$ cat config.mk
export PLATFORM = sky130hd
export DESIGN_NAME = dmx512_tx
export DESIGN_NICKNAME = d
export VERILOG_FILES = /design/src/rtl/dmx512_tx.sv
export SDC_FILE = /design/constraint.sdc
export NUM_CORES = 2
export LEC_CHECK = 0
export ABC_AREA = 0
export BUFFER_PORTS_ARGS = -buffer_cell sky130_fd_sc_hd__buf_2
export CAP_MARGIN = 5
export CORE_AREA = 2 2 443 884
export CTS_BUF_LIST = sky130_fd_sc_hd__clkbuf_8 sky130_fd_sc_hd__clkbuf_16
export DETAILED_ROUTE_END_ITERATION = 8
export DIE_AREA = 0 0 445 886
export PLACE_DENSITY = 0.52
export SETUP_SLACK_MARGIN = 0.05
export SLEW_MARGIN = 10
export SYNTH_ARGS = -nofsm -noshare
export SYNTH_HDL_FRONTEND = slang
export SYNTH_SLANG_ARGS = --single-unit
$ cat constraint.sdc
create_clock -name i_clk -period 7.5 [get_ports i_clk]
set_clock_uncertainty 0.2 [all_clocks]
set_input_delay 1.125 -clock i_clk [delete_from_list [all_inputs] [get_ports i_clk]]
set_output_delay 1.125 -clock i_clk [all_outputs]
set_load 0.02 [all_outputs]
$ cat src/rtl/dmx512_tx.sv
// dmx512_tx: DMX512 transmitter with channel buffer and break/MAB/slot serialiser.
// Ports: i_clk/i_rst_n clock and sync active-low reset; i_wr_addr/i_wr_data/i_wr_en channel
// writes (channel k at address k-1); i_channel_count data slots per frame (clamped);
// i_start_code slot-0 byte; i_start frame trigger; i_repeat auto-restart level;
// i_commit bank swap request; o_data line (idle high); o_busy frame in flight;
// o_frame_done one-cycle end-of-frame pulse.
// Define DMX_DOUBLE_BUFFER_EN for front/back banks swapped on commit at the next break.
module dmx512_tx #(
  parameter int MAX_CHANNELS = 512,
  parameter int BIT_CYCLES   = 96,
  parameter int BREAK_CYCLES = 4224,
  parameter int MAB_CYCLES   = 288,
  parameter int IFD_CYCLES   = 0,
  parameter int MTBP_CYCLES  = 960,
  localparam int ADDR_W = $clog2(MAX_CHANNELS),
  localparam int CNT_W  = $clog2(MAX_CHANNELS + 1)
) (
  input  logic              i_clk,
  input  logic              i_rst_n,
  input  logic [ADDR_W-1:0] i_wr_addr,
  input  logic [7:0]        i_wr_data,
  input  logic              i_wr_en,
  input  logic [CNT_W-1:0]  i_channel_count,
  input  logic [7:0]        i_start_code,
  input  logic              i_start,
  input  logic              i_repeat,
  input  logic              i_commit,
  output logic              o_data,
  output logic              o_busy,
  output logic              o_frame_done
);
  localparam int M0 = BREAK_CYCLES > MTBP_CYCLES ? BREAK_CYCLES : MTBP_CYCLES;
  localparam int M1 = M0 > MAB_CYCLES ? M0 : MAB_CYCLES;
  localparam int M2 = M1 > IFD_CYCLES ? M1 : IFD_CYCLES;
  localparam int M3 = M2 > BIT_CYCLES ? M2 : BIT_CYCLES;
  localparam int CW = $clog2(M3 + 1);
`ifdef DMX_DOUBLE_BUFFER_EN
  localparam int NB = 2;
`else
  localparam int NB = 1;
`endif
  typedef enum logic [2:0] {IDLE, BRK, MAB, SLOT, IFD, MTBP} state_t;
  state_t state_q, state_d;
  logic [CW-1:0] cnt_q, cnt_d;
  logic [3:0] bit_q, bit_d;
  logic [CNT_W-1:0] slot_q, slot_d, count_q, count_d;
  logic [7:0] sc_q, sc_d, byte_q, byte_d, rd_q;
  logic fin_q, fin_d, data_d, busy_d, done_d;
  logic tick, last, brk, nxt, we, re;
  logic [10:0] frame;
  logic [7:0] mem [0:(NB << ADDR_W) - 1];
  assign tick = cnt_q == '0;
  assign last = slot_q == count_q;
  assign we = i_wr_en && CNT_W'(i_wr_addr) < CNT_W'(MAX_CHANNELS);
  // fetch the byte for the next slot once, at the start of the current slot's first stop bit
  assign re = state_q == SLOT && bit_q == 4'd9 && cnt_q == CW'(BIT_CYCLES - 1) && !last;
`ifdef DMX_DOUBLE_BUFFER_EN
  logic bank_q, pend_q;
  logic [ADDR_W:0] waddr, raddr;
  assign waddr = {~bank_q, i_wr_addr};
  assign raddr = {bank_q, ADDR_W'(slot_q)};
  always_ff @(posedge i_clk)
    if (!i_rst_n) begin
      bank_q <= 1'b0;
      pend_q <= 1'b0;
    end else begin
      if (brk && pend_q) bank_q <= ~bank_q;
      pend_q <= i_commit | (pend_q & ~brk);
    end
`else
  logic [ADDR_W-1:0] waddr, raddr;
  logic unused_commit;
  assign waddr = i_wr_addr;
  assign raddr = ADDR_W'(slot_q);
  assign unused_commit = i_commit;
`endif
  // read-before-write: a fetch colliding with a write returns the old byte
  always_ff @(posedge i_clk) begin
    if (we) mem[waddr] <= i_wr_data;
    if (re) rd_q <= mem[raddr];
  end
  always_ff @(posedge i_clk)
    if (!i_rst_n) begin
      state_q      <= IDLE;
      cnt_q        <= '0;
      bit_q        <= '0;
      slot_q       <= '0;
      count_q      <= '0;
      sc_q         <= '0;
      byte_q       <= '0;
      fin_q        <= 1'b0;
      o_data       <= 1'b1;
      o_busy       <= 1'b0;
      o_frame_done <= 1'b0;
    end else begin
      state_q      <= state_d;
      cnt_q        <= cnt_d;
      bit_q        <= bit_d;
      slot_q       <= slot_d;
      count_q      <= count_d;
      sc_q         <= sc_d;
      byte_q       <= byte_d;
      fin_q        <= fin_d;
      o_data       <= data_d;
      o_busy       <= busy_d;
      o_frame_done <= done_d;
    end
  always_comb begin
    state_d = state_q;
    cnt_d   = tick ? cnt_q : cnt_q - 1'b1;
    bit_d   = bit_q;
    slot_d  = slot_q;
    count_d = count_q;
    sc_d    = sc_q;
    byte_d  = byte_q;
    fin_d   = 1'b0;
    brk     = 1'b0;
    nxt     = 1'b0;
    case (state_q)
      IDLE: brk = i_start;
      BRK: if (tick) begin
        state_d = MAB;
        cnt_d   = CW'(MAB_CYCLES - 1);
      end
      MAB: nxt = tick;
      SLOT: if (tick) begin
        if (bit_q != 4'd10) begin
          bit_d = bit_q + 1'b1;
          cnt_d = CW'(BIT_CYCLES - 1);
        end else if (!last) begin
          slot_d = slot_q + 1'b1;
          if (IFD_CYCLES == 0) nxt = 1'b1;
          else begin
            state_d = IFD;
            cnt_d   = CW'(IFD_CYCLES - 1);
          end
        end else begin
          fin_d   = 1'b1;
          state_d = i_repeat ? MTBP : IDLE;
          cnt_d   = i_repeat ? CW'(MTBP_CYCLES - 1) : '0;
        end
      end
      IFD: nxt = tick;
      MTBP: brk = tick;
      default: state_d = IDLE;
    endcase
    if (nxt) begin
      state_d = SLOT;
      cnt_d   = CW'(BIT_CYCLES - 1);
      bit_d   = '0;
      byte_d  = state_q == MAB ? sc_q : rd_q;
    end
    if (brk) begin
      state_d = BRK;
      cnt_d   = CW'(BREAK_CYCLES - 1);
      slot_d  = '0;
      sc_d    = i_start_code;
      count_d = i_channel_count > CNT_W'(MAX_CHANNELS) ? CNT_W'(MAX_CHANNELS) : i_channel_count;
    end
  end
  // slot shifts out LSB first: start bit, 8 data bits, two stop bits
  assign frame = {2'b11, byte_q, 1'b0};
  always_comb begin
    data_d = state_q == BRK ? 1'b0 : state_q == SLOT ? frame[bit_q] : 1'b1;
    busy_d = state_q == BRK || state_q == MAB || state_q == SLOT || state_q == IFD;
    done_d = fin_q;
  end
endmodule

# Word level (Yosys, flattened, before mapping)
# Memory sizes are Yosys's and may differ from the RTL's. A register that Yosys moved wholly into a read port is not among the register bits.
# Cells that the tools add are included.
[classes] eq_ne=23 reduce_logical=20 n_mux=31 n_addsub=3 magnitude_cmp=2 bitwise=6
[ops] operator="two-way mux 13 bit" n=7
[ops] operator="one-hot mux 13 bit (2 select lines)" n=1
[ops] operator="two-way mux 10 bit" n=2
[ops] operator="!= test 4 bit, second input constant" n=5
[ops] operator="two-way mux 3 bit" n=5
[ops] operator="AND reduction 5 bit" n=3
[ops] operator="equality test 13 x 7 -> 1 bit, second input constant" n=1
[ops] operator="logical NOT 13 bit" n=1
[ops] operator="subtractor 13 x 1 -> 13 bit, second input constant" n=1
[ops] operator="!= test 3 bit, second input constant" n=4
[ops] operator="adder 10 x 1 -> 10 bit, second input constant" n=1
[ops] operator="equality test 10 bit" n=1
[ops] operator="> comparator 10 bit, second input constant" n=1
[ops] operator="two-way mux 1 bit" n=10
[ops] operator="one-hot mux 3 bit (3 select lines)" n=1
[ops] operator="two-way mux 8 bit" n=1
[ops] operator="!= test 2 bit, second input constant" n=4
[ops] operator="OR reduction 4 bit" n=2
[ops] operator="equality test 3 x 2 -> 1 bit, second input constant" n=2
[ops] operator="equality test 3 bit, second input constant" n=2
[ops] operator="inverter 1 bit" n=6
[ops] operator="OR reduction 2 bit" n=3
[ops] operator="less-than comparator 4 x 5 -> 1 bit, second input constant" n=1
[ops] operator="adder 4 x 1 -> 4 bit, second input constant" n=1
[ops] operator="14 further kinds" n=19
[word_totals] reg_bits=60 output_inout_bits=3 ramBits=4096 n_memories=1
[memory_table] memory="mem" depth=512 width=8 rd=1 rd_ports_with_merged_regs=1 wr=1 line_no="51" text="logic [7:0] mem [0:(NB << ADDR_W) - 1];"

# Logic depth before layout (Yosys ltp)
[depth] depth_word=8 depth_mapped=14 ltp_nobuf=9

# Least setup slack after synthesis
# OpenSTA, ideal clock, no wires.
[synth_timing] path_type="reg-to-reg" start="register slot_q[0]" end="register rd_q[5], read port of mem, data pin" t_arrival_ns=2.593 required_ns=7.033 path_slack_ns=4.440 path_buffers=4 period_less_slack_ns=3.060 stages_incl_launch_ff=11 cell_sequence="dfxtp_1 > buf_6 > buf_6 > buf_2 > buf_4 > mux4_2 > mux4_2 > a22oi_1 > o31ai_1 > a21oi_1 > a32oi_1"
[synth_via] elab_chain_len=3
[synth_rtl] element="start, declared" line_no="46" text="logic [CNT_W-1:0] slot_q, slot_d, count_q, count_d;"
[synth_rtl] element="start signal, assigned" line_no="99" text="slot_q <= slot_d;"
[synth_rtl] element="equality test 10 bit" line_no="53" text="assign last = slot_q == count_q;"
[synth_rtl] element="logical NOT 1 bit"
[synth_rtl] element="logical AND 1 bit" line_no="56" text="assign re = state_q == SLOT && bit_q == 4'd9 && cnt_q == CW'(BIT_CYCLES - 1) && !last;"
[synth_rtl] element="end, declared" line_no="47" text="logic [7:0] sc_q, sc_d, byte_q, byte_d, rd_q;"
# Several ways; a longest one is shown, not always the timed one.
# A chain may end at the register's enable or synchronous reset.

# Final worst setup path
[layout_timing] start="register slot_q[0]" end="register rd_q[7], read port of mem, data pin"
# Same word-level chain as after synthesis.

==> summary.txt <==
Finish
  • Area growth syn-to-layout: 10.9%
  • Fillcell total: 32,300
  • Share of layout cells above drive strength 1: 23.1%
  • Post-Route Utilization: 46.3%
  • Sequential cell area: 0.124 mm2
  • Area occupied by multi-input gates: 0.0353 mm2
  • Final layout net count: 7,761

STA
  • Final setup violation count: 0
  • Slew Limit Fails: 12
  • Tmin final: 5190 ps
  • Max Fclk: 193 MHz
  • Final Hold Vio Count: 0
  • Min Hold Slack: 207 ps
  • Worst relative slew slack: -0.263%
  • Worst-margin pin slew: 1500 ps
  • Crit share post-route: 69.2%
  • Unrepaired setup endpoints after global routing: false
  • Sum of negative setup slack: 0 ps

Worst setup path
  • Critical Path Sink Type: flop
  • Slowest-stage cell, CP: dfxtp_4
  • Startpoint types: flop
  • FF-to-FF Start: slot_q[0]$_SDFFE_PP0P_
  • Crit path largest cell delay: 1100 ps
  • Crit. Startpoint: slot_q[0]$_SDFFE_PP0P_
  • Path depth of the worst reg2reg path: 9
  • Critical path buffer and inverter count: 2
  • FF-to-FF setup slack: 2310 ps
  • End of the critical path: rd_q[7]$_DFFE_PP_
  • Req. time, crit path: 8010 ps
  • WP depth: 9
  • Cells along the critical path: buf_12, buf_12, mux4_2, nand2_1, nand2_1, a311oi_1, a32oi_1, o21ai_0, a2bb2oi_1
  • Critical R2R Capture: rd_q[7]$_DFFE_PP_
  • Arrival time of the worst setup path: 5690 ps
  • Max FO, Critical Path: 42
  • Worst setup path class: reg -> reg
  • CP delay by family, top: compound AO/OA/AOI/OAI gates

Routing
  • Routed wire length: 474 mm
  • Vias per Instance: 5.95
  • Post-route DRC violation count: 0
  • Avg WL per Cell: 36.3 um
  • Initial DRC Count: 8,683
  • Detail Route Antenna Nets: 0
  • M1 WL: 170 mm
  • Uppermost routed layer: met5
  • Met3 Routed Length: 25.8 mm
  • Vias: 77,800
  • DR pass1 iterations: 5
  • Metal2 WL: 258 mm

Outcome
  • Violated checks: max-slew violations
  • Run status: complete, but fails checks

Power and ir drop
  • Pleak: 0.0533 uW
  • Maximum VDD drop: 0.188 mV
  • Tot Pwr: 45,000 uW
  • Power density over the cells: 250 mW/mm2

Yosys
  • FF+latch count, synth: 4,164
  • Post-Synthesis Cell Area: 0.162 mm2
  • Fraction of registers with async set/reset: 0%
  • Synthesized netlist cell count: 7,598
  • Post-Syn Area per Cell: 21.3 um2
  • Mapped Nets: 7,646
  • Ys flop type: edfxtp_1
  • Post-synthesis sequential area ratio: 76.7%
  • Post-synth cell types: 79
  • Synth warn: 0
  • Number of synthesized flops with an enable pin: 4,104

Placement
  • DPL Wire Length: 292 mm
  • IO buf count: 42
  • Placer Congestion: 0.826

Clocking
  • Clk sinks: 4,164
  • H-Tree Depth: 5
  • Worst-case clock buffer depth: 4
  • TritonCTS Buffers: 358
  • CTS tree: done
  • CTS clk-pin slew, worst paths: 70 ps
  • Clock latency on the worst-skew pair: 970 ps
  • Number of post-CTS setup repair buffers: 0
  • CTS resizes: 0
  • Clk root buf: clkbuf_16
  • # hold bufs at CTS: 0

Flow run
  • Maxcap violations: 0

Die
  • Core outline area: 0.388 mm2
  • Full die area: 0.394 mm2
  • Die Ht: 886 um
  • FP Rows: 324
  • Initial Util: 41.8%
  • Top-level port count: 44
  • Die X: 445 um

Global routing
  • Total GRT Usage: 23.9%
  • Global route overflow: 0
  • Global-route wire length before repair: 659 mm
  • Largest net degree at the start of global routing: 197
  • Initial antenna violation count: 34
  • Vias in the first global route: 81,600

Worst hold path
  • Worst hold path class: in -> reg
  • Hold path startpoint: i_channel_count[7]
## cell type report
class,count,share of cell area [%]
inverter,15,0.0410
multi-input combinational,2951,19.6
clock inverter,269,1.24
antenna,23,0.0320
tap,5053,3.52
sequential,4164,69.2
timing repair buffer,223,1.21
clock buffer,370,5.14
## worst reg2reg max path, cell delays in order, from the launching register on
cell and delay, ps:
dfxtp_4 1100, buf_12 430, buf_12 490, mux4_2 640
nand2_1 180, nand2_1 90, a311oi_1 750, a32oi_1 620
o21ai_0 340, a2bb2oi_1 100
## cell usage after synthesis (14+ instances only)
cell type,instances,area [um2]
o21ai_0,69,345
edfxtp_1,4104,123000
nor2_1,620,2330
nand2_1,221,830
o211ai_1,15,113
buf_4,48,360
nor2b_1,14,87.6
clkbuf_1,167,627
o221ai_1,56,490
buf_8,19,285
a211oi_1,34,255
xnor2_1,20,175
nor3_1,23,115
dfxtp_1,60,1200
a31oi_1,21,131
buf_6,48,541
nand3_1,29,145
mux2_2,18,203
buf_1,31,116
o22ai_1,57,357
buf_2,152,761
a21oi_1,123,616
a22o_1,14,123
mux4_2,1031,23200
a22oi_1,43,323
mux2i_1,313,3130
a221oi_1,48,420
## routing by layer
| layer | track usage, % | vias up |
|---|---|---|
| li1 | - | 31900 |
| met1 | 28.4 | 42800 |
| met2 | 43.9 | 2521 |
| met3 | 3.07 | 624 |
| met4 | 9.17 | 10 |
| met5 | 0 | - |
## sequential cells by signal, indices dropped and copies added, names as in the netlist
register,cells
state_q,3
o_frame_done,1
byte_q,8
count_q,10
slot_q,10
bit_q,4
done_d,1
cnt_q,13
mem,4096
sc_q,8
o_data,1
rd_q,8
o_busy,1
## metrics by stage
stage               instances  area [um2]  setup WS, ps
finish                  13100      180000          2310
global route            13100      180000          2230
CTS                     13000      180000          2290
detailed placement      12400      168000          2320
global placement        12400      168000          2420
floorplan                7598      162000          4440
## worst min path at each step
stage,endpoint,cells past startpoint
finish,count_q[7]$_SDFFE_PN0P_,2
global route,count_q[0]$_SDFFE_PN0P_,2
CTS,count_q[7]$_SDFFE_PN0P_,2
detailed placement,o_frame_done$_SDFF_PN0_,1
global placement,o_frame_done$_SDFF_PN0_,1
floorplan,o_frame_done$_SDFF_PN0_,1
## cell families (layout without fill, tap and decap cells)
logic type / count (synthesis) / in the layout / share of synthesized area (%)
xor+xnor: 32 / 32 / 0.173
mux: 1362 / 1362 / 16.4
compound gates: 565 / 565 / 2.43
fa+ha+maj: 7 / 7 / 0.0540
buf+inv: 483 / 877 / 1.73
flops: 4164 / 4164 / 76.7
other cells: 0 / 23 / 0
simple gates: 985 / 985 / 2.50
## power by group
part	switching [uW]	leakage [uW]	total, uW	internal [uW]
clock network	8500	0.00585	18700	10200
registers	21.6	0.0374	25600	25600
logic	583	0.0101	672	88.6
## placed cells by master (no fill, tap or decap), types with 21 or more instances in the layout
cell type  netlist  final
clkbuf_16        0    368
a31oi_1         21     21
buf_4           48    139
nor2_1         620    614
a211oi_1        34     30
o21ai_0         69     68
buf_2          152     34
nor3_1          23     22
o221ai_1        56     56
a21oi_1        123    120
clkinv_2         0     63
buf_12           3     42
a221oi_1        48     48
a22oi_1         43     43
clkinv_1         2     72
bufinv_16        0     38
dfxtp_1         60     53
mux2i_1        313    311
diode_2          0     23
mux4_2        1031   1031
edfxtp_1      4104   4104
inv_1           12     74
o22ai_1         57     57
nand3_1         29     24
nand2_1        221    208
Power figures use the tool's default switching activity.
